[config.mk]
export PLATFORM = sky130hd
export DESIGN_NAME = serial_subtractor_flat
export DESIGN_NICKNAME = d
export VERILOG_FILES = /design/src/rtl/serial_subtractor_if.sv /design/src/rtl/serial_subtractor.sv /design/src/flat_wrapper.sv
export SDC_FILE = /design/constraint.sdc
export NUM_CORES = 1
export LEC_CHECK = 0
export BUFFER_PORTS_ARGS = -buffer_cell sky130_fd_sc_hd__buf_4
export CAP_MARGIN = 10
export CORE_MARGIN = 5
export CORE_UTILIZATION = 57
export CTS_BUF_LIST = sky130_fd_sc_hd__clkbuf_4
export CTS_CLUSTER_DIAMETER = 40
export DETAILED_ROUTE_END_ITERATION = 10
export PLACE_DENSITY = 0.9
export SLEW_MARGIN = 20
export SYNTH_ARGS = -nofsm -noshare
export SYNTH_HDL_FRONTEND = slang
export SYNTH_SLANG_ARGS = --single-unit
[constraint.sdc]
create_clock -name iClk -period 1.75 [get_ports iClk]
set_clock_uncertainty 0.05 [all_clocks]
set_input_delay 0.35 -clock iClk [delete_from_list [all_inputs] [get_ports iClk]]
set_output_delay 0.35 -clock iClk [all_outputs]
set_load 0.1 [all_outputs]
[src/rtl/serial_subtractor_if.sv]
// serial_subtractor_if
//   Start/busy/done handshake and operand/result bundle for the bit-serial
//   subtractor.
//   master modport (requester): drives iStart, iData_a, iData_b, iB and
//                               observes oData, oData_B, oBusy, oDone.
//   slave modport  (subtractor): the same signals in the opposite directions.
interface serial_subtractor_if #(
    parameter int WIDTH = 8
);
    logic             iStart;
    logic [WIDTH-1:0] iData_a;
    logic [WIDTH-1:0] iData_b;
    logic             iB;
    logic [WIDTH-1:0] oData;
    logic             oData_B;
    logic             oBusy;
    logic             oDone;

    modport master (
        output iStart, iData_a, iData_b, iB,
        input  oData, oData_B, oBusy, oDone
    );

    modport slave (
        input  iStart, iData_a, iData_b, iB,
        output oData, oData_B, oBusy, oDone
    );
endinterface

[src/rtl/serial_subtractor.sv]
// serial_subtractor
//   Bit-serial subtractor: oData = iData_a - iData_b - iB (modulo 2^WIDTH).
//   It processes one bit per clock, LSB first, and spends WIDTH clock edges
//   per operation. oData_B is the unsigned borrow-out.
//   Ports:
//     iClk  - single clock, all state updates on the rising edge
//     iRst  - asynchronous active-high reset
//     bus   - serial_subtractor_if.slave. It carries the start request, the
//             operands, the borrow-in, the registered result and borrow-out,
//             and the busy/done status.
module serial_subtractor #(
    parameter int WIDTH = 8
) (
    input logic                  iClk,
    input logic                  iRst,
    serial_subtractor_if.slave   bus
);
    localparam int CW = $clog2(WIDTH) + 1;

    typedef enum logic [1:0] {
        IDLE = 2'd0,
        RUN  = 2'd1,
        DONE = 2'd2
    } state_t;

    state_t           stateQ;
    logic [WIDTH-1:0] aQ;
    logic [WIDTH-1:0] bQ;
    logic             borrowQ;
    logic [WIDTH-1:0] resultQ;
    logic [CW-1:0]    cntQ;
    logic [WIDTH-1:0] dataQ;
    logic             dataBQ;
    logic             busyQ;
    logic             doneQ;

    logic             diffBitD;
    logic             borrowD;

    // One full-subtractor cell. It works on the current LSBs of the shifting
    // operand registers together with the running borrow.
    always_comb begin
        diffBitD = aQ[0] ^ bQ[0] ^ borrowQ;
        borrowD  = (~aQ[0] & bQ[0]) | (~aQ[0] & borrowQ) | (bQ[0] & borrowQ);
    end

    // Control FSM and datapath.
    // Operands shift right so that bit i is always at position 0.
    // Difference bits enter the result register at the MSB, so after WIDTH
    // shifts the result register holds the full difference.
    // The visible outputs update only on the completion edge. Because of this
    // a partial result is never shown on oData or oData_B.
    always_ff @(posedge iClk or posedge iRst) begin
        if (iRst) begin
            stateQ  <= IDLE;
            aQ      <= '0;
            bQ      <= '0;
            borrowQ <= 1'b0;
            resultQ <= '0;
            cntQ    <= '0;
            dataQ   <= '0;
            dataBQ  <= 1'b0;
            busyQ   <= 1'b0;
            doneQ   <= 1'b0;
        end else begin
            case (stateQ)
                IDLE, DONE: begin
                    doneQ <= 1'b0;
                    if (bus.iStart) begin
                        aQ      <= bus.iData_a;
                        bQ      <= bus.iData_b;
                        borrowQ <= bus.iB;
                        resultQ <= '0;
                        cntQ    <= '0;
                        busyQ   <= 1'b1;
                        stateQ  <= RUN;
                    end else begin
                        stateQ <= IDLE;
                    end
                end
                RUN: begin
                    aQ      <= aQ >> 1;
                    bQ      <= bQ >> 1;
                    borrowQ <= borrowD;
                    resultQ <= {diffBitD, resultQ[WIDTH-1:1]};
                    if (cntQ == CW'(WIDTH - 1)) begin
                        dataQ  <= {diffBitD, resultQ[WIDTH-1:1]};
                        dataBQ <= borrowD;
                        doneQ  <= 1'b1;
                        busyQ  <= 1'b0;
                        stateQ <= DONE;
                    end else begin
                        cntQ <= cntQ + CW'(1);
                    end
                end
                default: begin
                    busyQ  <= 1'b0;
                    doneQ  <= 1'b0;
                    stateQ <= IDLE;
                end
            endcase
        end
    end

    assign bus.oData   = dataQ;
    assign bus.oData_B = dataBQ;
    assign bus.oBusy   = busyQ;
    assign bus.oDone   = doneQ;
endmodule

[src/flat_wrapper.sv]
// flat-port wrapper written by rule: the top's interface ports become plain ports
module serial_subtractor_flat 
#(
    parameter int WIDTH = 8
)
  (iClk, iRst, bus_iStart, bus_iData_a, bus_iData_b, bus_iB, bus_oData, bus_oData_B, bus_oBusy, bus_oDone);
  serial_subtractor_if #(.WIDTH(WIDTH)) bus_i ();
  input logic iClk;
  input logic iRst;
  input wire logic [$bits(bus_i.iStart)-1:0] bus_iStart;
  input wire logic [$bits(bus_i.iData_a)-1:0] bus_iData_a;
  input wire logic [$bits(bus_i.iData_b)-1:0] bus_iData_b;
  input wire logic [$bits(bus_i.iB)-1:0] bus_iB;
  output wire logic [$bits(bus_i.oData)-1:0] bus_oData;
  output wire logic [$bits(bus_i.oData_B)-1:0] bus_oData_B;
  output wire logic [$bits(bus_i.oBusy)-1:0] bus_oBusy;
  output wire logic [$bits(bus_i.oDone)-1:0] bus_oDone;
  assign bus_i.iStart = bus_iStart;
  assign bus_i.iData_a = bus_iData_a;
  assign bus_i.iData_b = bus_iData_b;
  assign bus_i.iB = bus_iB;
  assign bus_oData = bus_i.oData;
  assign bus_oData_B = bus_i.oData_B;
  assign bus_oBusy = bus_i.oBusy;
  assign bus_oDone = bus_i.oDone;
  serial_subtractor #(.WIDTH(WIDTH)) u_core (.iClk(iClk), .iRst(iRst), .bus(bus_i));
endmodule
==> run summary <==
EDFF count, synth - 0
First-pass GRT wire length - 6110 um
Worst Tran Pin Value - 750 ps
Setup WS pre-CTS - 133 ps
Uppermost layer routed - met4
Post-Synthesis Cell Area - 0.00171 mm^2
Asr flop ratio synth - 1.00
Leakage - 0.992 nW
Number of warnings issued by yosys - 0
Routed WL - 3560 um
Die Width - 64.7 um
HPWL after DPL - 2500 um
CP startpoint kind - flop
Setup Crit Path Kind - reg -> reg
Worst-Skew Late Latency - 350 ps
Total grt overflow - 0
CTS tree - built
Fin cells - 220
Clk slew on worst S/H paths - 120 ps
Count of cell types in the netlist - 28
Max Buffers Root-to-Sink - 2
Pre-antenna DRT Iters - 4
Unrepaired setup endpoints after global routing - false
Final Max Slew Viols - 0
Vias per inst - 5.85
FF-to-FF Start - u_core.cntQ[0]
DR iter-0 viols - 57
Slew Limit Headroom - 0.500
Proportion of layout cells with a drive suffix above 1 - 0.296
Post-CTS Setup Bufs - 0
CTS Buf Count - 5
Mux contribution to synthesized area - 0.0587
Worst setup slack after layout - 111 ps
Sequential share of the synthesized area - 0.587
Worst-path fanout max - 9
DP Area - 0.00196 mm^2
Via count - 1287
Final nets - 210
Adder-Cell Fraction of Synth Area - 0.0191
Root buf cell - clkbuf_4
Crit end category - flop
Num rows - 19
Htree depth - 2
Met3 routed WL - 181 um
Min Hold Slack - 66.8 ps
Vert. Die Dim - 64.7 um
Die ar. - 0.00419 mm^2
N_diodes - 0
Reg2Reg Depth - 4
Finished layout cell area - 0.00201 mm^2
Clock period minus worst slack - 1640 ps
Cells after Synth - 155
Max Fclk - 0.610 GHz
XOR/XNOR Fraction of Synth Area - 0
RD Place Congestion - 0.777
Final period util - 0.937
Cts repair resizes - 0
Fill cell count - 222
Maxcap violations - 0
Status - completed
Worst Path Arrival - 1820 ps
Synth Register Bits - 40
I/O pins - 31
Post-synth net total - 177
Core area - 0.00281 mm^2
Initial antenna violation count - 0
Setup_tns - 0 ps
Crit path from - u_core.cntQ[0]
Wl on met1 - 1510 um
Buffers on Ports - 30
Sink Count - 40
Final setup viols - 0
Wire length on met2 - 1790 um
GRT Util Overall - 0.191
Synthesis-to-finish area growth - 17.9%
Placed cell count - 212
Most used DFF post-synth - dfrtp_1
Antenna Violating Nets Remaining - 0
Mean area per synthesized cell - 11.0 um^2
Final Hold Viols - 0
Main combinational cell family by area after synthesis - simple AND/OR/NAND/NOR gates
Hold_buf cts - 0
Synth Area in Simple Gates - 0.166
Pwr dens - 2170 mW/mm^2
CP required - 1930 ps
Worst min path class - in -> async
Post-route DRC - 0
Worst VDD drop - 1.44 mV
Pin count of the biggest net entering global routing - 41
Compound-Gate Fraction of Synth Area - 0.131
Routed wire per std cell - 16.2 um
Vias in the first global route - 1353
Initial Utilization - 0.608
-- critical path, stage by stage (launching register included) --
cell and delay [ps]:
dfrtp_1 410, ha_1 270, nand3b_4 140, nor2_4 270, mux2_2 380
-- cells in the mapped netlist (3+ instances only) --
cell type	number	area (um^2)
nor2_1	16	60.1
dfrtp_1	40	1000
a31oi_1	15	93.8
nand2_1	34	128
a22o_1	8	70.1
buf_2	4	20.0
mux2_2	8	90.1
inv_1	3	11.3
-- logic make-up (layout without fill, tap and decap cells) --
family / Yosys count / in the layout
AOI/OAI and AO/OA: 31 / 31
and+or+nand+nor: 61 / 61
adders and majority gates: 2 / 2
buffers and inverters: 12 / 46
muxes: 9 / 9
DFF: 40 / 40
-- where the power goes --
group	internal (W)	switching, W	leakage, nW
Clock	0.000186	0.000280	0.0338
Sequential	0.00135	0.000283	0.485
Combinational	0.000739	0.00152	0.473
-- sequential cells by signal, indices dropped and copies added, names as in the netlist --
| name | count |
|---|---|
| u_core.aQ | 8 |
| u_core.bQ | 8 |
| u_core.borrowQ | 1 |
| u_core.bus.oBusy | 1 |
| u_core.bus.oData | 8 |
| u_core.bus.oData_B | 1 |
| u_core.bus.oDone | 1 |
| u_core.cntQ | 4 |
| u_core.resultQ | 7 |
| u_core.stateQ | 1 |
-- routing by layer --
| layer | vias up | global-route usage |
|---|---|---|
| li1 | 603 | - |
| met1 | 631 | 0.226 |
| met2 | 40 | 0.317 |
| met3 | 13 | 0.0639 |
| met4 | 0 | 0.0844 |
| met5 | - | 0 |
-- metrics by stage --
step,total power (W),utilization
CTS,0.00439,0.717
finish,0.00436,0.717
global route,0.00466,0.717
floorplan,0.00339,-
detailed placement,0.00391,0.697
global placement,0.00379,0.697
-- layout by cell type, fill, tap and decap left out, drive strengths merged, types with 3 or more instances in the layout --
master,count
dfrtp,40
buf,35
nand2,34
nor2,18
a31oi,15
mux2,8
a22o,8
clkbuf,7
inv,3
-- cell type report --
type                       instances  area (um^2)  share of cell area
clock buffer                       7         52.6              0.0261
clock inverter                     1         3.75             0.00187
timing repair buffer              35          263               0.131
inverter                           3         11.3             0.00560
multi-input combinational        103          641               0.318
tap                               31         38.8              0.0193
sequential                        40         1000               0.498
-- worst paths after layout --
| kind | to | slack, ps |
|---|---|---|
| max | u_core.bus.oData[1] | 110 |
| min | u_core.bQ[0] | 70 |
| max reg2reg | u_core.bus.oData[1] | 110 |
| min reg2reg | u_core.resultQ[1] | 460 |
| max in group asynchronous | u_core.bus.oDone | 1210 |
| min in group iClk | u_core.aQ[7] | 190 |
No activity file was read; power rests on OpenSTA's default activity.
